[config.mk]
export PLATFORM = sky130hd
export DESIGN_NAME = mc_control_fsm_flat
export DESIGN_NICKNAME = d
export VERILOG_FILES = /design/src/rtl/mc_control_fsm_if.sv /design/src/rtl/mc_control_fsm.sv /design/src/flat_wrapper.sv
export SDC_FILE = /design/constraint.sdc
export NUM_CORES = 1
export LEC_CHECK = 0
export CORE_AREA = 4 4 55 57
export DETAILED_ROUTE_END_ITERATION = 10
export DIE_AREA = 0 0 59 61
export GPL_TIMING_DRIVEN = 1
export MAX_ROUTING_LAYER = met4
export PLACE_DENSITY = 0.6
export SYNTH_ARGS = -nofsm -noshare
export SYNTH_HDL_FRONTEND = slang
export SYNTH_SLANG_ARGS = --single-unit
[constraint.sdc]
create_clock -name clk -period 2.1 [get_ports clk]
set_clock_uncertainty 0.2 [all_clocks]
set_input_delay 0.42 -clock clk [delete_from_list [all_inputs] [get_ports clk]]
set_output_delay 0.42 -clock clk [all_outputs]
set_load 0.01 [all_outputs]
[src/rtl/mc_control_fsm_if.sv]
// Control bundle between the multicycle sequencer and the shared MIPS datapath.
// The master side is the sequencer; the slave side is the datapath.
interface mc_control_fsm_if;
  logic [5:0] opcode;
  logic [5:0] funct;
  logic       zero_flag;
  logic       mem_ready;
  logic       pc_en;
  logic       iord;
  logic       mem_read;
  logic       mem_write;
  logic       ir_write;
  logic       reg_dest;
  logic       mem_to_reg;
  logic       reg_write;
  logic       alu_src_a;
  logic [1:0] alu_src_b;
  logic [1:0] pc_src;
  logic [2:0] alu_control;
  logic       instr_done;
  logic       illegal_op;

  modport master (
    input  opcode, funct, zero_flag, mem_ready,
    output pc_en, iord, mem_read, mem_write, ir_write, reg_dest, mem_to_reg,
           reg_write, alu_src_a, alu_src_b, pc_src, alu_control, instr_done,
           illegal_op
  );

  modport slave (
    output opcode, funct, zero_flag, mem_ready,
    input  pc_en, iord, mem_read, mem_write, ir_write, reg_dest, mem_to_reg,
           reg_write, alu_src_a, alu_src_b, pc_src, alu_control, instr_done,
           illegal_op
  );
endinterface

[src/rtl/mc_control_fsm.sv]
// Multicycle MIPS control sequencer: steps one instruction through the shared
// memory/ALU/register-file datapath, holding state while memory is not ready.
module mc_control_fsm (
  input  logic             clk,
  input  logic             rst,
  mc_control_fsm_if.master bus
);

  typedef enum logic [3:0] {
    FETCH  = 4'd0,
    DECODE = 4'd1,
    MEMADR = 4'd2,
    MEMRD  = 4'd3,
    MEMWB  = 4'd4,
    MEMWR  = 4'd5,
    EXEC   = 4'd6,
    ALUWB  = 4'd7,
    BRANCH = 4'd8,
    ADDIEX = 4'd9,
    ADDIWB = 4'd10,
    JUMP   = 4'd11
  } state_t;

  localparam logic [5:0] OP_RTYPE = 6'b000000;
  localparam logic [5:0] OP_J     = 6'b000010;
  localparam logic [5:0] OP_BEQ   = 6'b000100;
  localparam logic [5:0] OP_ADDI  = 6'b001000;
  localparam logic [5:0] OP_LW    = 6'b100011;
  localparam logic [5:0] OP_SW    = 6'b101011;

  localparam logic [2:0] ALU_ADD = 3'b010;
  localparam logic [2:0] ALU_SUB = 3'b110;
  localparam logic [2:0] ALU_AND = 3'b000;
  localparam logic [2:0] ALU_OR  = 3'b001;
  localparam logic [2:0] ALU_SLT = 3'b111;

  // Unknown funct codes fall back to add so the datapath sees a defined operation.
  function automatic logic [2:0] alu_decode(input logic [5:0] fn);
    logic [2:0] op;
    case (fn)
      6'b100000: op = ALU_ADD;
      6'b100010: op = ALU_SUB;
      6'b100100: op = ALU_AND;
      6'b100101: op = ALU_OR;
      6'b101010: op = ALU_SLT;
      default:   op = ALU_ADD;
    endcase
    return op;
  endfunction

  state_t     state_r;
  state_t     state_next_s;

  logic       pc_write_s;
  logic       branch_s;
  logic       iord_s;
  logic       mem_read_s;
  logic       mem_write_s;
  logic       ir_write_s;
  logic       reg_dest_s;
  logic       mem_to_reg_s;
  logic       reg_write_s;
  logic       alu_src_a_s;
  logic [1:0] alu_src_b_s;
  logic [1:0] pc_src_s;
  logic [2:0] alu_control_s;
  logic       instr_done_s;
  logic       illegal_op_s;

  // State register with synchronous reset back to instruction fetch.
  always_ff @(posedge clk) begin
    if (rst) begin
      state_r <= FETCH;
    end else begin
      state_r <= state_next_s;
    end
  end

  // Next-state and per-state datapath controls.
  always_comb begin
    state_next_s  = state_r;
    pc_write_s    = 1'b0;
    branch_s      = 1'b0;
    iord_s        = 1'b0;
    mem_read_s    = 1'b0;
    mem_write_s   = 1'b0;
    ir_write_s    = 1'b0;
    reg_dest_s    = 1'b0;
    mem_to_reg_s  = 1'b0;
    reg_write_s   = 1'b0;
    alu_src_a_s   = 1'b0;
    alu_src_b_s   = 2'b00;
    pc_src_s      = 2'b00;
    alu_control_s = ALU_ADD;
    instr_done_s  = 1'b0;
    illegal_op_s  = 1'b0;

    case (state_r)
      FETCH: begin
        mem_read_s  = 1'b1;
        alu_src_b_s = 2'b01;
        if (bus.mem_ready) begin
          ir_write_s   = 1'b1;
          pc_write_s   = 1'b1;
          state_next_s = DECODE;
        end else begin
          state_next_s = FETCH;
        end
      end

      // Branch target is precomputed here so BRANCH only has to compare.
      DECODE: begin
        alu_src_b_s = 2'b11;
        case (bus.opcode)
          OP_LW, OP_SW: state_next_s = MEMADR;
          OP_RTYPE:     state_next_s = EXEC;
          OP_BEQ:       state_next_s = BRANCH;
          OP_ADDI:      state_next_s = ADDIEX;
          OP_J:         state_next_s = JUMP;
          default: begin
            illegal_op_s = 1'b1;
            state_next_s = FETCH;
          end
        endcase
      end

      MEMADR: begin
        alu_src_a_s = 1'b1;
        alu_src_b_s = 2'b10;
        if (bus.opcode == OP_SW) begin
          state_next_s = MEMWR;
        end else begin
          state_next_s = MEMRD;
        end
      end

      MEMRD: begin
        mem_read_s = 1'b1;
        iord_s     = 1'b1;
        if (bus.mem_ready) begin
          state_next_s = MEMWB;
        end else begin
          state_next_s = MEMRD;
        end
      end

      MEMWB: begin
        reg_write_s  = 1'b1;
        mem_to_reg_s = 1'b1;
        instr_done_s = 1'b1;
        state_next_s = FETCH;
      end

      MEMWR: begin
        mem_write_s = 1'b1;
        iord_s      = 1'b1;
        if (bus.mem_ready) begin
          instr_done_s = 1'b1;
          state_next_s = FETCH;
        end else begin
          state_next_s = MEMWR;
        end
      end

      EXEC: begin
        alu_src_a_s   = 1'b1;
        alu_control_s = alu_decode(bus.funct);
        state_next_s  = ALUWB;
      end

      ALUWB: begin
        reg_write_s  = 1'b1;
        reg_dest_s   = 1'b1;
        instr_done_s = 1'b1;
        state_next_s = FETCH;
      end

      BRANCH: begin
        alu_src_a_s   = 1'b1;
        alu_control_s = ALU_SUB;
        pc_src_s      = 2'b01;
        branch_s      = 1'b1;
        instr_done_s  = 1'b1;
        state_next_s  = FETCH;
      end

      ADDIEX: begin
        alu_src_a_s  = 1'b1;
        alu_src_b_s  = 2'b10;
        state_next_s = ADDIWB;
      end

      ADDIWB: begin
        reg_write_s  = 1'b1;
        instr_done_s = 1'b1;
        state_next_s = FETCH;
      end

      JUMP: begin
        pc_src_s     = 2'b10;
        pc_write_s   = 1'b1;
        instr_done_s = 1'b1;
        state_next_s = FETCH;
      end

      default: begin
        state_next_s = FETCH;
      end
    endcase
  end

  // A taken branch loads the PC from ALUOut only when the subtraction was zero.
  assign bus.pc_en       = pc_write_s | (branch_s & bus.zero_flag);
  assign bus.iord        = iord_s;
  assign bus.mem_read    = mem_read_s;
  assign bus.mem_write   = mem_write_s;
  assign bus.ir_write    = ir_write_s;
  assign bus.reg_dest    = reg_dest_s;
  assign bus.mem_to_reg  = mem_to_reg_s;
  assign bus.reg_write   = reg_write_s;
  assign bus.alu_src_a   = alu_src_a_s;
  assign bus.alu_src_b   = alu_src_b_s;
  assign bus.pc_src      = pc_src_s;
  assign bus.alu_control = alu_control_s;
  assign bus.instr_done  = instr_done_s;
  assign bus.illegal_op  = illegal_op_s;

endmodule

[src/flat_wrapper.sv]
// flat-port wrapper written by rule: the top's interface ports become plain ports
module mc_control_fsm_flat 
  (clk, rst, bus_opcode, bus_funct, bus_zero_flag, bus_mem_ready, bus_pc_en, bus_iord, bus_mem_read, bus_mem_write, bus_ir_write, bus_reg_dest, bus_mem_to_reg, bus_reg_write, bus_alu_src_a, bus_alu_src_b, bus_pc_src, bus_alu_control, bus_instr_done, bus_illegal_op);
  mc_control_fsm_if bus_i ();
  input  logic clk;
  input  logic rst;
  input wire logic [$bits(bus_i.opcode)-1:0] bus_opcode;
  input wire logic [$bits(bus_i.funct)-1:0] bus_funct;
  input wire logic [$bits(bus_i.zero_flag)-1:0] bus_zero_flag;
  input wire logic [$bits(bus_i.mem_ready)-1:0] bus_mem_ready;
  output wire logic [$bits(bus_i.pc_en)-1:0] bus_pc_en;
  output wire logic [$bits(bus_i.iord)-1:0] bus_iord;
  output wire logic [$bits(bus_i.mem_read)-1:0] bus_mem_read;
  output wire logic [$bits(bus_i.mem_write)-1:0] bus_mem_write;
  output wire logic [$bits(bus_i.ir_write)-1:0] bus_ir_write;
  output wire logic [$bits(bus_i.reg_dest)-1:0] bus_reg_dest;
  output wire logic [$bits(bus_i.mem_to_reg)-1:0] bus_mem_to_reg;
  output wire logic [$bits(bus_i.reg_write)-1:0] bus_reg_write;
  output wire logic [$bits(bus_i.alu_src_a)-1:0] bus_alu_src_a;
  output wire logic [$bits(bus_i.alu_src_b)-1:0] bus_alu_src_b;
  output wire logic [$bits(bus_i.pc_src)-1:0] bus_pc_src;
  output wire logic [$bits(bus_i.alu_control)-1:0] bus_alu_control;
  output wire logic [$bits(bus_i.instr_done)-1:0] bus_instr_done;
  output wire logic [$bits(bus_i.illegal_op)-1:0] bus_illegal_op;
  assign bus_i.opcode = bus_opcode;
  assign bus_i.funct = bus_funct;
  assign bus_i.zero_flag = bus_zero_flag;
  assign bus_i.mem_ready = bus_mem_ready;
  assign bus_pc_en = bus_i.pc_en;
  assign bus_iord = bus_i.iord;
  assign bus_mem_read = bus_i.mem_read;
  assign bus_mem_write = bus_i.mem_write;
  assign bus_ir_write = bus_i.ir_write;
  assign bus_reg_dest = bus_i.reg_dest;
  assign bus_mem_to_reg = bus_i.mem_to_reg;
  assign bus_reg_write = bus_i.reg_write;
  assign bus_alu_src_a = bus_i.alu_src_a;
  assign bus_alu_src_b = bus_i.alu_src_b;
  assign bus_pc_src = bus_i.pc_src;
  assign bus_alu_control = bus_i.alu_control;
  assign bus_instr_done = bus_i.instr_done;
  assign bus_illegal_op = bus_i.illegal_op;
  mc_control_fsm u_core (.clk(clk), .rst(rst), .bus(bus_i));
endmodule
==> metrics.csv, run 1 <==
metric,value,unit
slew_headroom,0.779,
finalCritPeriodShare,0.987,
seq_area_frac_synth,0.133,
p_leak,0.572,nW
core.rowCount,18,
layout_min_cycle_time,2.07,ns
ant_nets,0,
dpl.hpwl,1.88,mm
dpl_worst_slack,-0.554,ns
grt_pass1_wl,3.90,mm
top_regs,u_core.state_r (4),
worstSkewPairLatency,0.24,ns
fmax,482,MHz
wl,2.46,mm
hold_path_class,reg2reg,
critical_path_buf_inv_count,2,
wl_per_cell,13.7,um
place_inst,169,
cts_buffers,3,
synth_top_flop_cell,dfxtp_1,
path_cells,clkdlybuf4s15_1 -> nor3_4 -> a21oi_1 -> mux2i_1 -> a211oi_2 -> buf_2,
synth.area.top_cells,"dfxtp_1, nor2_1, nand2_1, xor2_1, and3_1",
path_class,in2out,
grt_max_degree,9,
place_congestion,0.768,
synth_edf_count,0,
synth.largest_area_cell,dfxtp_1,
core_area,0.00248,mm^2
cp.arrival,1.45,ns
drive_gt1_frac,0.407,
worst_slack,0.0274,ns
viasPerCell,4.99,
syn_area_per_cell,6.78,um^2
cpPeakStageDelay,0.25,ns
cts_tree,yes,
largest_reg_flops,4,
syn_area,603,um^2
fin_hold_ws,0.444,ns
synth_top_area_frac,0.133,
ys_warn_count,0,
drc,0,
placed_area,0.00110,mm^2
ys_ff_latch,4,
start_util,0.243,
final.setup.tns,0,ns
slew_viol_final,0,
fp.dieH,61,um
io_buffers,33,
synth.most_common_cell,nor2_1,
via_count,899,
drt_iter0_drc,12,
peakVddDrop,0.257,mV
antenna_found_initial,0,
grt_overflow,0,
worstSetupEndpointType,primary output,
async_reset_ff_frac,0,
cts_root_buffer,clkbuf_4,
start_kind,input port,
power_density,241,mW/mm^2
wl_met1,904,um
grt_usage,0.146,
postCtsHoldBufs,0,
synth_cell_type_count,37,
cp_data_required_time,1.48,ns
cp_max_fo,4,
dr.pass1.iters,4,
regMostFlops,u_core.state_r,
crit_slowest_cell,clkdlybuf4s15_1,
cts_sinks,4,
die_area,0.00360,mm^2
critPathTopFamily,buffers and inverters,
worst_pin_slew,0.329,ns
h-tree-depth,1,
synthTopCellsByCount,"nor2_1, nand2_1",
fin_cells,180,
route.met3.wl,181,um
synthesis.nets,105,
maxCapViolCount,0,
ios,34,
top_layer,met3,
ctsLongestPathBuffers,2,
grt_pass1_vias,922,
fin_area,0.00119,mm^2
clk_pin_slew,0.03,ns
wl_met2,1.37,mm
hold_viol,0,
final_nets,168,
die_w,59,um
syn_inst,89,
area_delta_synth_final,98.1,%
n_antenna_cell,0,
finalSetupViolCount,0,
status,"complete, no violations",
[report_power, final]
| group | switching [W] | total, W | internal [W] |
|---|---|---|---|
| Clock | 0.0000310 | 0.0000948 | 0.0000639 |
| Sequential | 0.00000215 | 0.0000796 | 0.0000774 |
| Combinational | 0.0000518 | 0.000114 | 0.0000619 |
| Total | 0.0000849 | 0.000288 | 0.000203 |
[layout make-up]
type | count | area, um^2
Fill cell | 268 | 1280
Clock buffer | 3 | 22.5
Inverter | 2 | 7.51
Tap cell | 30 | 37.5
Multi-Input combinational cell | 78 | 526
Sequential cell | 4 | 87.6
Timing Repair Buffer | 63 | 514
[path summary, 6_finish.rpt]
path	slack, ns	from	cells after the start	endpoint
worst max-delay path	0.03	bus_opcode[0]	6	bus_illegal_op
worst min-delay path	0.44	u_core.state_r[2]	2	u_core.state_r[3]
worst max register to register	0.41	u_core.state_r[1]	6	u_core.state_r[2]
worst min register to register	0.44	u_core.state_r[2]	2	u_core.state_r[3]
[layout by cell type (no fill, tap or decap), types with 2 or more instances in the layout]
| cell type | n |
|---|---|
| a21o_1 | 3 |
| a21oi_1 | 4 |
| and3_1 | 4 |
| buf_2 | 4 |
| buf_4 | 28 |
| buf_6 | 2 |
| clkbuf_2 | 4 |
| clkbuf_4 | 3 |
| clkdlybuf4s15_1 | 5 |
| clkdlybuf4s50_1 | 7 |
| dfxtp_2 | 3 |
| dlygate4sd2_1 | 11 |
| dlymetal6s2s_1 | 2 |
| inv_2 | 2 |
| nand2_1 | 11 |
| nor2_1 | 13 |
| nor2b_2 | 2 |
| nor3_1 | 2 |
| nor3_2 | 2 |
| nor3b_2 | 2 |
| nor4_1 | 3 |
| o21ai_0 | 4 |
| xor2_1 | 3 |
[stage by stage]
stage,total power [W],util
final,0.000288,0.482
after detailed placement,0.000192,0.446
after CTS,0.000286,0.476
after floorplan,0.000120,-
after global placement,0.000189,0.446
after global routing,0.000306,0.482
[metal layers]
metal  GRT usage  vias to the layer above
met5           -                        -
met4      0.0194                        0
met3      0.0319                        0
met2       0.300                       29
met1       0.140                      412
li1            -                      458
[kinds of logic after synthesis]
kind of cell	after synthesis	synth area share
AO/OA/AOI/OAI	24	0.297
XOR/XNOR	3	0.0436
buffers and inverters	7	0.0643
flip-flops	4	0.133
multiplexers	1	0.0166
AND/OR/NAND/NOR	50	0.446
[worst register-to-register path, stage by stage (launching register included)]
cell and delay [ns]:
dfxtp_2 0.31, buf_6 0.12, buf_4 0.16, nand2b_4 0.16, or3_1 0.31, a31o_1 0.23
a21oi_2 0.11
[repair_timing]
| item | in CTS | in global routing |
|---|---|---|
| hold endpoints to repair | 0 | 0 |
| resized for setup | 50 | 18 |
| pin swaps | 3 | 6 |
| setup buffers | 8 | 1 |
| setup endpoints to repair | 18 | 6 |
No activity file was read; power rests on OpenSTA's default activity.
==> inputs of run 2 (changes only) <==
CAP_MARGIN = 20   (was not set)
clock period = 2.3 ns   (was 2.1 ns; I/O delays follow)
==> metrics.csv, run 2 (synthesis results as in run 1) <==
metric,value,unit
peakVddDrop,0.122,mV
ctsLongestPathBuffers,2,
worstSetupEndpointType,primary output,
cp_max_fo,3,
layout_commonest_cell,buf_4,
cp.arrival,1.63,ns
largest_reg_flops,4,
status,"complete, no violations",
multi_input_area,518,um^2
core.rowCount,18,
top_regs,u_core.state_r (4),
drc,0,
place_congestion,0.784,
fp.dieH,61,um
io_buffers,33,
hold_viol,0,
postCtsHoldBufs,0,
drive_gt1_frac,0.268,
worstSkewPairLatency,0.24,ns
power_density,226,mW/mm^2
die_area,0.00360,mm^2
finalSetupViolCount,0,
area_delta_synth_final,92.5,%
path_cells,clkdlybuf4s50_1 -> mux2i_1 -> a211oi_2 -> clkdlybuf4s15_2,
start_util,0.243,
regMostFlops,u_core.state_r,
cpPeakStageDelay,0.54,ns
rr_worst_depth,6,
fmax,436,MHz
wl_per_cell,13.4,um
crit_slowest_cell,clkdlybuf4s50_1,
dpl_worst_slack,-0.448,ns
cts_tree,yes,
clk_pin_slew,0.04,ns
layout_min_cycle_time,2.29,ns
grt_overflow,0,
fin_area,0.00116,mm^2
drt_iter0_drc,28,
core_area,0.00248,mm^2
grt_usage,0.133,
cts_root_buffer,clkbuf_4,
maxCapViolCount,0,
dr.pass1.iters,4,
wl,2.24,mm
cts_sinks,4,
antenna_found_initial,0,
final_nets,156,
cp_data_required_time,1.64,ns
dpl.hpwl,1.82,mm
n_antenna_cell,0,
worst_slack,0.00640,ns
via_count,850,
ff_latch_area,85.1,um^2
p_leak,0.597,nW
slew_headroom,0.753,
grt_max_degree,19,
h-tree-depth,1,
viasPerCell,5.06,
hold_path_class,reg2reg,
grt_pass1_wl,3.62,mm
worst_pin_slew,0.368,ns
fillers,275,
grt_pass1_vias,867,
min_delay_path_depth,2,
placed_area,0.00109,mm^2
finalCritPeriodShare,0.997,
layout_common_cells,"buf_4, nor2_1, clkdlybuf4s50_1",
path_class,in2out,
die_w,59,um
ant_nets,0,
ios,34,
cts_buffers,3,
slew_viol_final,0,
start_kind,input port,
[run 2: changes by cell type in the layout (fill, tap and decap cells not counted), moves of 4 or more]
cell and change:
clkdlybuf4s15_1 -4, buf_4 -11, clkdlybuf4s50_1 +6, clkbuf_2 -4, dlymetal6s2s_1 +7, buf_2 -4
[run 2: worst max-delay path, delay by kind of cell]
| kind | cells | cell delay [ns] |
|---|---|---|
| buffers and inverters | 2 | 0.78 |
| AO/OA/AOI/OAI | 1 | 0.11 |
| multiplexers | 1 | 0.29 |
[run 2: final cells by class]
class | count | share of cell area
repair buffers | 51 | 0.422
multi-input cells | 78 | 0.446
flip-flops and latches | 4 | 0.0733
clock buffers | 3 | 0.0194
well taps | 30 | 0.0323
inverters | 2 | 0.00647
[run 2: per-stage QoR]
stage          setup TNS [ns]  utilization  hold slack, ns  std cells  total power (W)
2_1_floorplan               0            -           0.338         89         0.000110
3_3_place_gp            -1.36        0.439           0.512        165         0.000174
3_5_place_dp            -1.53        0.439           0.511        165         0.000176
4_1_cts                -0.106        0.454           0.462        168         0.000264
5_1_grt               -0.0288        0.469           0.462        168         0.000277
6_report                    0        0.469           0.430        168         0.000262
[run 2: worst paths after layout]
check                                          to  slack [ns]         startpoint
worst min-delay path            u_core.state_r[3]        0.43  u_core.state_r[2]
worst max-delay path               bus_illegal_op       0.006      bus_opcode[1]
worst max register to register  u_core.state_r[1]        0.67  u_core.state_r[3]
worst min register to register  u_core.state_r[3]        0.43  u_core.state_r[2]
[run 2: timing repair]
action | 4_1_cts | 5_1_grt
pin swaps | 0 | 2
endpoints found under the hold margin | 0 | 0
gates resized for setup | 20 | 13
setup endpoints to repair | 14 | 11
buffers inserted | 0 | 0
[run 2: per-layer routing]
metal  track usage  share of wire  vias to the layer above  wire length [um]
li1              -              -                      429                 -
met1         0.131           0.39                      395               884
met2         0.265           0.54                       26              1210
met3        0.0191          0.067                        0               151
met4        0.0388              0                        0                 0
met5             -              0                        -                 0
[run 2: where the power goes]
group | leakage, nW | internal [W] | switching [W]
Clock | 0.0138 | 0.0000584 | 0.0000298
Sequential | 0.0336 | 0.0000701 | 0.00000254
Combinational | 0.549 | 0.0000570 | 0.0000439
==> inputs of run 3 (changes only) <==
CORE_AREA = 2 2 53 55   (was 4 4 55 57)
DIE_AREA = 0 0 55 57   (was 0 0 59 61)
GPL_ROUTABILITY_DRIVEN = 0   (was not set)
==> metrics.csv, run 3 (synthesis results as in run 1) <==
metric,value,unit
status,"complete, no violations",
via_count,864,
cp.arrival,1.59,ns
viasPerCell,4.99,
largest_reg_flops,4,
ant_nets,0,
postCtsHoldBufs,0,
slew_headroom,0.749,
dpl.hpwl,1.71,mm
peakVddDrop,0.156,mV
fmax,445,MHz
worstSkewPairLatency,0.24,ns
core_area,0.00262,mm^2
regMostFlops,u_core.state_r,
maxCapViolCount,0,
grt_max_degree,12,
start_util,0.231,
worstSetupEndpointType,primary output,
layout_min_cycle_time,2.25,ns
antenna_found_initial,0,
core.rowCount,19,
worst_pin_slew,0.373,ns
grt_use_met3,0.0131,
clk_pin_slew,0.04,ns
n_antenna_cell,0,
ctsLongestPathBuffers,2,
cts_setup_buffers,0,
power_density,224,mW/mm^2
grt_usage,0.140,
total_power,0.000262,W
cts_root_buffer,clkbuf_4,
rsz0062_at_grt,true,
grt_pass1_wl,3.27,mm
cp_max_fo,2,
final_nets,160,
drt_iter0_drc,10,
top_regs,u_core.state_r (4),
drc,0,
h-tree-depth,1,
worst_slack,0.0546,ns
wl,2.06,mm
wl_per_cell,11.9,um
use_met1,0.160,
fin_util,0.449,
hold_viol,0,
cp_data_required_time,1.64,ns
layout_common_cells,"buf_4, nor2_1, clkdlybuf4s50_1",
p_leak,0.582,nW
path_class,in2out,
ios,34,
slew_viol_final,0,
grt_overflow,0,
hold_path_class,reg2reg,
finalCritPeriodShare,0.976,
die_w,55,um
cts_tree,yes,
start_kind,input port,
die_area,0.00314,mm^2
dr.pass1.iters,4,
finalSetupViolCount,0,
cts_sinks,4,
area_delta_synth_final,94.6,%
drive_gt1_frac,0.296,
fillers,284,
top_usage_layer,met2,
cts_buffers,3,
met2_usage,0.247,
fp.dieH,57,um
dpl_worst_slack,-0.443,ns
io_buffers,33,
grt_pass1_vias,847,
layout_commonest_cell,buf_4,
[run 3: cell count changes in the layout (fill, tap and decap cells not counted), moves of 2 or more]
cell            delta
dfxtp_2            +2
buf_6              +2
dlymetal6s2s_1     -2
buf_4              +3
[run 3: metal layers]
| metal | part of all wire | vias to the layer above | wire (um) |
|---|---|---|---|
| met3 | 0.066 | 0 | 135 |
| met2 | 0.53 | 25 | 1080 |
| li1 | - | 437 | - |
| met5 | 0 | - | 0 |
| met4 | 0 | 0 | 0 |
| met1 | 0.41 | 402 | 835 |
[run 3: per-stage QoR]
stage	hold WS (ns)	area [um^2]	setup TNS [ns]	instances
final	0.442	1170	0	173
after global routing	0.487	1170	-0.0113	173
after CTS	0.439	1140	0	173
after detailed placement	0.501	1110	-1.72	170
after global placement	0.478	1110	-1.58	170
after floorplan	0.338	603	0	89
[run 3: final timing paths]
check | startpoint | to | slack (ns) | depth (start not counted)
worst max register to register | u_core.state_r[1] | u_core.state_r[2] | 0.62 | 6
worst max-delay path | bus_funct[2] | bus_alu_control[0] | 0.05 | 5
worst min register to register | u_core.state_r[2] | u_core.state_r[3] | 0.44 | 2
worst min-delay path | u_core.state_r[2] | u_core.state_r[3] | 0.44 | 2
[run 3: timing repair]
action	4_1_cts	5_1_grt
setup endpoints to repair	14	9
pin swaps	2	1
gates resized for setup	25	11
gates cloned	0	0
[run 3: area by class of cell]
cell class                 count  area, um^2  area share
sequential                     4        83.8      0.0714
tap                           31        38.8      0.0330
inverter                       2        7.51     0.00640
clock buffer                   3        22.5      0.0192
timing repair buffer          55         503       0.429
multi-input combinational     78         518       0.441
[run 3: critical path: stages]
cell,delay (ns)
clkdlybuf4s50_1,0.49
nor3b_4,0.20
a32oi_1,0.08
nor2_1,0.09
dlygate4sd2_1,0.27
[run 3: power by group]
| part | total, W | internal (W) | switching (W) | leakage [nW] |
|---|---|---|---|---|
| Sequential | 0.0000733 | 0.0000713 | 0.00000204 | 0.0338 |
| Clock | 0.0000870 | 0.0000584 | 0.0000287 | 0.0138 |
| Combinational | 0.000102 | 0.0000587 | 0.0000433 | 0.534 |
